## src/rtl/seg7_pkg.sv

```systemverilog
// Shared constants for the seven-segment scan controller: active-high hex glyph table,
// all-off segment pattern and the largest supported digit count.
package seg7_pkg;

  localparam int unsigned MAX_DIGITS = 8;

  // Segment vectors are {g,f,e,d,c,b,a}; a 1 lights the segment.
  localparam logic [6:0] SEG_OFF = 7'h00;

  localparam logic [6:0] HEX_SEG [16] = '{
    7'h3F, 7'h06, 7'h5B, 7'h4F, 7'h66, 7'h6D, 7'h7D, 7'h07,
    7'h7F, 7'h6F, 7'h77, 7'h7C, 7'h39, 7'h5E, 7'h79, 7'h71
  };

endpackage

```

## src/rtl/seg7_hex_decoder.sv

```systemverilog
// Combinational nibble-to-glyph decode in active-high form; the parent applies pin polarity.
module seg7_hex_decoder
  import seg7_pkg::*;
(
  input  logic [3:0] nibble_i,
  output logic [6:0] seg_o
);

  assign seg_o = HEX_SEG[nibble_i];

endmodule

```

## src/rtl/seg7_scan_ctrl.sv

```systemverilog
// Multiplexed seven-segment scan controller with frame-synchronous shadow commit.
// Define SEG7_DIM_EN to add a 4-bit brightness input driving PWM gating of the digit selects.
module seg7_scan_ctrl
  import seg7_pkg::*;
#(
  parameter int unsigned NUM_DIGITS     = 4,
  parameter int unsigned REFRESH_DIV    = 100000,
  parameter bit          SEG_ACTIVE_LOW = 1'b1,
  parameter bit          SEL_ACTIVE_LOW = 1'b1
) (
  input  logic                    clk,
  input  logic                    reset,
`ifdef SEG7_DIM_EN
  input  logic [3:0]              brightness,
`endif
  input  logic [4*NUM_DIGITS-1:0] data_in,
  input  logic [NUM_DIGITS-1:0]   dp_in,
  input  logic [NUM_DIGITS-1:0]   blank_in,
  input  logic                    load,
  output logic                    pending,
  output logic [6:0]              seg_out,
  output logic                    dp_out,
  output logic [NUM_DIGITS-1:0]   seg_sel,
  output logic                    frame_tick
);

  localparam int unsigned CntW = $clog2(REFRESH_DIV);
  localparam int unsigned IdxW = (NUM_DIGITS > 1) ? $clog2(NUM_DIGITS) : 1;
  localparam logic [6:0]  SegOffLvl = SEG_ACTIVE_LOW ? ~SEG_OFF : SEG_OFF;
  localparam logic        DpOffLvl  = SEG_ACTIVE_LOW;
  localparam logic [NUM_DIGITS-1:0] SelOffLvl = SEL_ACTIVE_LOW ? '1 : '0;

  if (NUM_DIGITS < 1 || NUM_DIGITS > MAX_DIGITS) begin : g_bad_num_digits
    $error("NUM_DIGITS must be within 1..MAX_DIGITS");
  end
  if (REFRESH_DIV < 4) begin : g_bad_refresh_div
    $error("REFRESH_DIV must be at least 4");
  end

  logic [CntW-1:0]         cnt_q, cnt_d;
  logic [IdxW-1:0]         idx_q, idx_d;
  logic [4*NUM_DIGITS-1:0] shadow_data_q, shadow_data_d, active_data_q, active_data_d;
  logic [NUM_DIGITS-1:0]   shadow_dp_q, shadow_dp_d, active_dp_q, active_dp_d;
  logic [NUM_DIGITS-1:0]   shadow_blank_q, shadow_blank_d, active_blank_q, active_blank_d;
  logic                    pending_q, pending_d;
  logic [6:0]              seg_out_q, seg_out_d;
  logic                    dp_out_q, dp_out_d;
  logic [NUM_DIGITS-1:0]   seg_sel_q, seg_sel_d;
  logic                    slot_tick;

  assign slot_tick  = (cnt_q == CntW'(REFRESH_DIV - 1));
  assign frame_tick = slot_tick && (idx_q == IdxW'(NUM_DIGITS - 1));

  always_comb begin
    cnt_d = cnt_q + 1'b1;
    idx_d = idx_q;
    if (slot_tick) begin
      cnt_d = '0;
      idx_d = frame_tick ? '0 : idx_q + 1'b1;
    end
  end

  // Commit reads the old shadow; a simultaneous load refills it and keeps pending set.
  always_comb begin
    shadow_data_d  = shadow_data_q;
    shadow_dp_d    = shadow_dp_q;
    shadow_blank_d = shadow_blank_q;
    active_data_d  = active_data_q;
    active_dp_d    = active_dp_q;
    active_blank_d = active_blank_q;
    pending_d      = pending_q;
    if (frame_tick && pending_q) begin
      active_data_d  = shadow_data_q;
      active_dp_d    = shadow_dp_q;
      active_blank_d = shadow_blank_q;
      pending_d      = 1'b0;
    end
    if (load) begin
      shadow_data_d  = data_in;
      shadow_dp_d    = dp_in;
      shadow_blank_d = blank_in;
      pending_d      = 1'b1;
    end
  end

  logic [3:0]            cur_nib;
  logic                  cur_dp, cur_blank;
  logic [6:0]            cur_seg, seg_lit;
  logic                  dp_lit;
  logic [NUM_DIGITS-1:0] sel_lit;

  always_comb begin
    cur_nib   = '0;
    cur_dp    = 1'b0;
    cur_blank = 1'b1;
    for (int unsigned k = 0; k < NUM_DIGITS; k++) begin
      if (idx_q == IdxW'(k)) begin
        cur_nib   = active_data_q[4*k +: 4];
        cur_dp    = active_dp_q[k];
        cur_blank = active_blank_q[k];
      end
    end
  end

  seg7_hex_decoder u_hex_decoder (
    .nibble_i (cur_nib),
    .seg_o    (cur_seg)
  );

`ifdef SEG7_DIM_EN
  logic [3:0] pwm_q;
  always_ff @(posedge clk or negedge reset) begin
    if (!reset) pwm_q <= '0;
    else        pwm_q <= pwm_q + 4'd1;
  end
`endif

  always_comb begin
    seg_lit = cur_blank ? SEG_OFF : cur_seg;
    dp_lit  = cur_dp & ~cur_blank;
    sel_lit = '0;
    for (int unsigned k = 0; k < NUM_DIGITS; k++) begin
      if (idx_q == IdxW'(k)) sel_lit[k] = 1'b1;
    end
    // First cycle of each slot keeps every digit dark while segments settle.
    if (cnt_q == '0) sel_lit = '0;
`ifdef SEG7_DIM_EN
    if (pwm_q >= brightness) sel_lit = '0;
`endif
    seg_out_d = SEG_ACTIVE_LOW ? ~seg_lit : seg_lit;
    dp_out_d  = SEG_ACTIVE_LOW ? ~dp_lit : dp_lit;
    seg_sel_d = SEL_ACTIVE_LOW ? ~sel_lit : sel_lit;
  end

  always_ff @(posedge clk or negedge reset) begin
    if (!reset) begin
      cnt_q          <= '0;
      idx_q          <= '0;
      shadow_data_q  <= '0;
      shadow_dp_q    <= '0;
      shadow_blank_q <= '0;
      active_data_q  <= '0;
      active_dp_q    <= '0;
      active_blank_q <= '1;
      pending_q      <= 1'b0;
      seg_out_q      <= SegOffLvl;
      dp_out_q       <= DpOffLvl;
      seg_sel_q      <= SelOffLvl;
    end else begin
      cnt_q          <= cnt_d;
      idx_q          <= idx_d;
      shadow_data_q  <= shadow_data_d;
      shadow_dp_q    <= shadow_dp_d;
      shadow_blank_q <= shadow_blank_d;
      active_data_q  <= active_data_d;
      active_dp_q    <= active_dp_d;
      active_blank_q <= active_blank_d;
      pending_q      <= pending_d;
      seg_out_q      <= seg_out_d;
      dp_out_q       <= dp_out_d;
      seg_sel_q      <= seg_sel_d;
    end
  end

  assign pending = pending_q;
  assign seg_out = seg_out_q;
  assign dp_out  = dp_out_q;
  assign seg_sel = seg_sel_q;

endmodule

```

## config.mk

```make
export PLATFORM = sky130hd
export DESIGN_NAME = seg7_scan_ctrl
export DESIGN_NICKNAME = d
export VERILOG_FILES = /design/src/rtl/seg7_pkg.sv /design/src/rtl/seg7_hex_decoder.sv /design/src/rtl/seg7_scan_ctrl.sv
export SDC_FILE = /design/constraint.sdc
export NUM_CORES = 1
export LEC_CHECK = 0
export CAP_MARGIN = 10
export CORE_MARGIN = 2
export CORE_UTILIZATION = 42
export DETAILED_ROUTE_END_ITERATION = 7
export SLEW_MARGIN = 20
export SYNTH_ARGS = -nofsm -noshare
export SYNTH_HDL_FRONTEND = slang
export SYNTH_HIERARCHICAL = 1
export SYNTH_SLANG_ARGS = --single-unit
```

## constraint.sdc

```tcl
create_clock -name clk -period 2.6 [get_ports clk]
set_input_delay 0.52 -clock clk [delete_from_list [all_inputs] [get_ports clk]]
set_output_delay 0.52 -clock clk [all_outputs]
set_load 0.02 [all_outputs]
```

==> flow_summary.yaml, run 1 <==
outcome:
  status: "complete, no violations"
logic_synthesis:
  syn_area_per_cell_sq_um: 12.8
  ys_ff_latch: 80
  synth_edf_count: 0
  ys.flop_type: "dfrtp_1"
  netlist_area_sq_um: 3730
  yosysSeqAreaShare: 0.542
  synth_fp_nets: 331
  synth_most_common_cell: "dfrtp_1"
  syn_inst: 291
  async_reset_ff_frac: 1.00
  yosysTopAreaCellShare: 0.429
  synth.largest_area_cell: "dfrtp_1"
  ys_types: 44
  ys_warn_count: 6
  synth.area.top_cells: "dfrtp_1 43%, dfstp_2 11%, mux2_2 9.3%"
  ys_top_cells_by_count: "64 x dfrtp_1, 31 x mux2_2, 25 x nand2_1"
final_layout:
  final_util: 0.527
  finalNonFillerCells: 461
  fin_nets: 388
  drive_gt1_frac: 0.309
  num_antenna_cells: 0
  syn_to_final_growth_pct: 22.4
worst_setup_path:
  worstPathArrival_ns: 1.94
  cp.required_ns: 2.08
  end_kind: "output port"
  reg2reg_slack_ns: 0.22
  r2r_end: "seg_out[3]"
  crit_type: "flop to output port"
  path_max_fanout: 2
  startpoint_type: "flop"
  r2r_start: "idx_q[0]"
  rr_worst_depth: 9
detailed_routing:
  wl_per_cell_um: 14.7
  wl_mm: 6.76
  vias_per_cell: 5.11
  drc_errors: 0
  drt_iter0_drc: 106
  first_pass_iters: 4
  ant_nets: 0
  via_count: 2356
global_route:
  gr-total-overflow: 0
  grtUsageTotal: 0.156
  grt_max_degree: 42
  grt_pass1_vias: 2488
  grt_pass1_wl_mm: 12.2
  antenna_found_initial: 0
clocking:
  cts_buffers: 9
  clock_path_buffers: 2
  hold_buffers: 0
  htree_levels: 3
  cts-root-buf: "clkbuf_8"
  cts_setup_buffers: 0
  cts_sinks: 80
  clk_latency_ns: 0.36
  clk_pin_slew_ns: 0.08
  cts_tree: "done"
floorplan:
  initial_utilization: 0.430
  ios: 41
  die_h_um: 98.3
  fp.dieW_um: 98.3
  dieArea_sq_um: 9660
  coreArea_sq_um: 8680
  num_rows: 34
timing:
  fin_skew_ns: 0.00946
  min_period_over_period: 0.947
  rsz0062_at_grt: "true"
  finalSetupTns_ns: 0
  worst_pin_slew_ns: 0.543
  finalCriticalPeriod_ns: 2.46
  hold_violations: 0
  final.setup.worst_slack_ns: 0.139
  setup-violations-final: 0
  fmax_mhz: 406
  relSlewSlack: 0.638
  slew_viol_final: 0
placement:
  place_ws_ns: 0.125
  routabilityCongestion: 0.838
  port-buffer-count: 40
  hpwl_mm: 4.76
  place_inst: 445
run:
  drv_cap: 0
power_and_ir_drop:
  p_per_area_nw_per_um2: 530
  vdd_drop_max_mv: 0.274
  p_leak_nw: 2.07
min_path:
  hold_class: "input pin to async pin"
flip-flops by register name, indices dropped and copies added (netlist names):
name	flops
pending	1
seg_sel	4
idx_q	2
active_blank_q	4
active_data_q	16
shadow_dp_q	4
dp_out	1
active_dp_q	4
seg_out	7
shadow_blank_q	4
shadow_data_q	16
cnt_q	17
how the worst max path moves through the flow:
stage | from | endpoint | slack, ns | cells past startpoint
after CTS | cnt_q[0] | frame_tick | 0.03 | 5
after floorplan | idx_q[1] | seg_out[3] | 0.02 | 10
final | cnt_q[11] | frame_tick | 0.14 | 4
after global routing | idx_q[0] | seg_out[3] | -0.04 | 9
after global placement | cnt_q[0] | frame_tick | 0.14 | 5
after detailed placement | cnt_q[0] | frame_tick | 0.12 | 5
report_power, final:
part / internal (W) / total [W] / switching, W
Combinational: 0.0000715 / 0.000115 / 0.0000431
Sequential: 0.00128 / 0.00130 / 0.0000194
Clock: 0.000542 / 0.00101 / 0.000464
Total: 0.00190 / 0.00242 / 0.000527
per-layer routing:
metal / share of wire / routed length [um] / GRT usage
met1: 0.47 / 3200 / 0.209
met2: 0.48 / 3240 / 0.248
met3: 0.034 / 232 / 0.0344
met4: 0.014 / 96 / 0.0643
met5: 0 / 0 / 0
worst max-delay path, cell delays in order, from the launching register on:
cell and delay [ns]:
dfrtp_1 0.39, or4_4 0.55, nor4_4 0.15, and3_1 0.22, clkdlybuf4s15_2 0.27
cell type report:
type / instances / area (sq um)
Clock buffer: 9 / 124
Clock inverter: 7 / 96.3
Fill cell: 818 / 4110
Inverter: 16 / 60.1
Multi-Input combinational cell: 184 / 1590
Sequential cell: 80 / 2020
Tap cell: 108 / 135
Timing Repair Buffer: 57 / 539
metrics by stage:
stage	area (sq um)	hold WS [ns]	power [W]
global placement	4350	0.468	0.00144
detailed placement	4350	0.482	0.00145
floorplan	3740	0.224	0.00136
CTS	4570	0.158	0.00246
finish	4570	0.134	0.00242
global route	4570	0.169	0.00253
what timing repair did:
| item | CTS | global route |
|---|---|---|
| setup endpoints to repair | 1 | 2 |
| cloned | 0 | 0 |
| pin swaps | 0 | 1 |
| resized for setup | 3 | 1 |
cells in the final DEF (no fill, tap or decap), drive strengths merged, types with 2 or more instances in the layout:
master          n
a21oi           6
a221oi          4
buf            18
bufinv          2
clkbuf          9
clkdlybuf4s50  38
clkinv          5
dfrtp          64
dfstp          16
ha             13
inv            16
mux2           51
mux2i           2
nand2          25
nand3           6
nand3b          3
nand4           6
nor2           11
nor2b           6
nor3            8
nor4            4
o21ai           5
o31ai           3
or4             2
xnor2           8
xor2            6
logic make-up after synthesis:
| kind of cell | Yosys count | share of synthesized area |
|---|---|---|
| compound gates | 25 | 0.0459 |
| xor+xnor | 14 | 0.0328 |
| mux | 54 | 0.186 |
| simple gates | 78 | 0.116 |
| fa+ha+maj | 13 | 0.0436 |
| buf+inv | 27 | 0.0338 |
| flops | 80 | 0.542 |
Note: power is estimated with default switching activity, not from simulation.
==> run 2: changes to the inputs <==
- CAP_MARGIN: 10 -> 20
- CORE_MARGIN: 2 -> unset
==> flow_summary.yaml, run 2 (synthesis results as in run 1) <==
worst_setup_path:
  reg2reg_slack_ns: 0.18
  r2r_end: "seg_out[3]"
  worstPathArrival_ns: 1.93
  end_kind: "output port"
  crit_start: "cnt_q[11]"
  endpoint: "frame_tick"
  rr_worst_depth: 9
  path_max_fanout: 2
  r2r_start: "idx_q[0]"
  crit_type: "flop to output port"
  cp.required_ns: 2.08
  startpoint_type: "flop"
timing:
  fin_skew_ns: 0.0102
  relSlewSlack: 0.650
  worst_pin_slew_ns: 0.524
  min_period_over_period: 0.941
  fmax_mhz: 409
  hold_violations: 0
  slew_viol_final: 0
  finalSetupTns_ns: 0
  finalCriticalPeriod_ns: 2.45
  rsz0062_at_grt: "true"
  worst_hold_slack_ns: 0.152
  setup-violations-final: 0
detailed_routing:
  vias_per_cell: 5.04
  drt_iter0_drc: 54
  via_count: 2324
  wl_mm: 6.52
  ant_nets: 0
  wl_per_cell_um: 14.1
  drc_errors: 0
  first_pass_iters: 4
floorplan:
  die_h_um: 96.3
  dieArea_sq_um: 9270
  num_rows: 34
  initial_utilization: 0.430
  coreArea_sq_um: 8680
  fp.dieW_um: 96.3
  ios: 41
global_route:
  grt_pass1_wl_mm: 11.4
  gr-total-overflow: 0
  grt_max_degree: 42
  grtUsageTotal: 0.162
  antenna_found_initial: 0
  grt_pass1_vias: 2398
final_layout:
  fin_nets: 388
  final_util: 0.521
  seq_area_sq_um: 2020
  nFillCells: 798
  top_register: "cnt_q"
  layout_commonest_cell: "dfrtp_1"
  num_antenna_cells: 0
  largestRegisters: "cnt_q (17), active_data_q (16), shadow_data_q (16)"
  finalNonFillerCells: 461
  final_cell_mix: "64 x dfrtp_1, 38 x clkdlybuf4s50_1, 31 x mux2_2"
  multi_input_area_sq_um: 1590
  largest_register_ffs: 17
  drive_gt1_frac: 0.303
  syn_to_final_growth_pct: 21.2
run:
  drv_cap: 0
outcome:
  status: "complete, no violations"
clocking:
  cts_tree: "done"
  cts-root-buf: "clkbuf_8"
  cts_setup_buffers: 0
  cts_buffers: 9
  cts_sinks: 80
  clock_path_buffers: 2
  htree_levels: 3
  clk_latency_ns: 0.34
  clk_pin_slew_ns: 0.08
placement:
  port-buffer-count: 40
  place_inst: 445
  routabilityCongestion: 0.807
  hpwl_mm: 4.69
min_path:
  hold_class: "input pin to async pin"
power_and_ir_drop:
  vdd_drop_max_mv: 0.302
  p_per_area_nw_per_um2: 492
  p_leak_nw: 2.04
==> run 2: changes by cell type in the layout (fill, tap and decap cells not counted), sizes merged <==
cell	previous run	this run
bufinv	2	0
clkbuf	9	12
clkinv	5	4
==> run 2: worst max-delay path, cell delays in order (launching register included) <==
cell	delay, ns
dfrtp_1	0.38
or4_4	0.55
nor4_4	0.17
and3_1	0.22
clkdlybuf4s15_2	0.26
==> run 2: area by class of cell <==
class,instances,share of cell area
sequential,80,0.447
multi-input combinational,184,0.352
timing repair buffer,57,0.119
clock buffer,12,0.0321
tap,108,0.0299
inverter,16,0.0133
clock inverter,4,0.00691
==> run 2: how the worst min path moves through the flow <==
stage / from / to / slack, ns / cells past startpoint
6_report: reset / cnt_q[12] / 0.15 / 1
5_1_grt: reset / cnt_q[11] / 0.18 / 1
4_1_cts: reset / cnt_q[12] / 0.15 / 1
3_5_place_dp: active_dp_q[3] / dp_out / 0.46 / 1
3_3_place_gp: active_dp_q[3] / dp_out / 0.46 / 1
2_1_floorplan: reset / active_data_q[0] / 0.22 / 0
==> run 2: what timing repair did <==
item,CTS,global route
gates cloned,0,0
endpoints found under the setup margin,1,2
hold buffers,0,0
resized for setup,3,1
pin swaps,0,1
==> run 2: routing by layer <==
metal / wire (um) / GRT usage / vias up
met2: 2900 / 0.248 / 48
met1: 3260 / 0.223 / 1142
li1: - / - / 1130
met3: 323 / 0.0450 / 4
met5: 0 / 0 / -
met4: 28 / 0.0485 / 0
==> run 2: per-stage QoR <==
step,worst slack (ns),power (W),cell area [sq um]
after floorplan,0.0236,0.00136,3740
after global placement,0.145,0.00144,4350
after detailed placement,0.0894,0.00144,4350
after CTS,0.0403,0.00226,4520
after global routing,-0.0117,0.00233,4530
final,0.154,0.00223,4530
==> run 2: where the power goes <==
group	leakage [nW]	internal, W	total, W	switching [W]
clock	0.0905	0.000377	0.000810	0.000433
sequential	0.986	0.00128	0.00130	0.0000188
combinational	0.968	0.0000715	0.000115	0.0000431
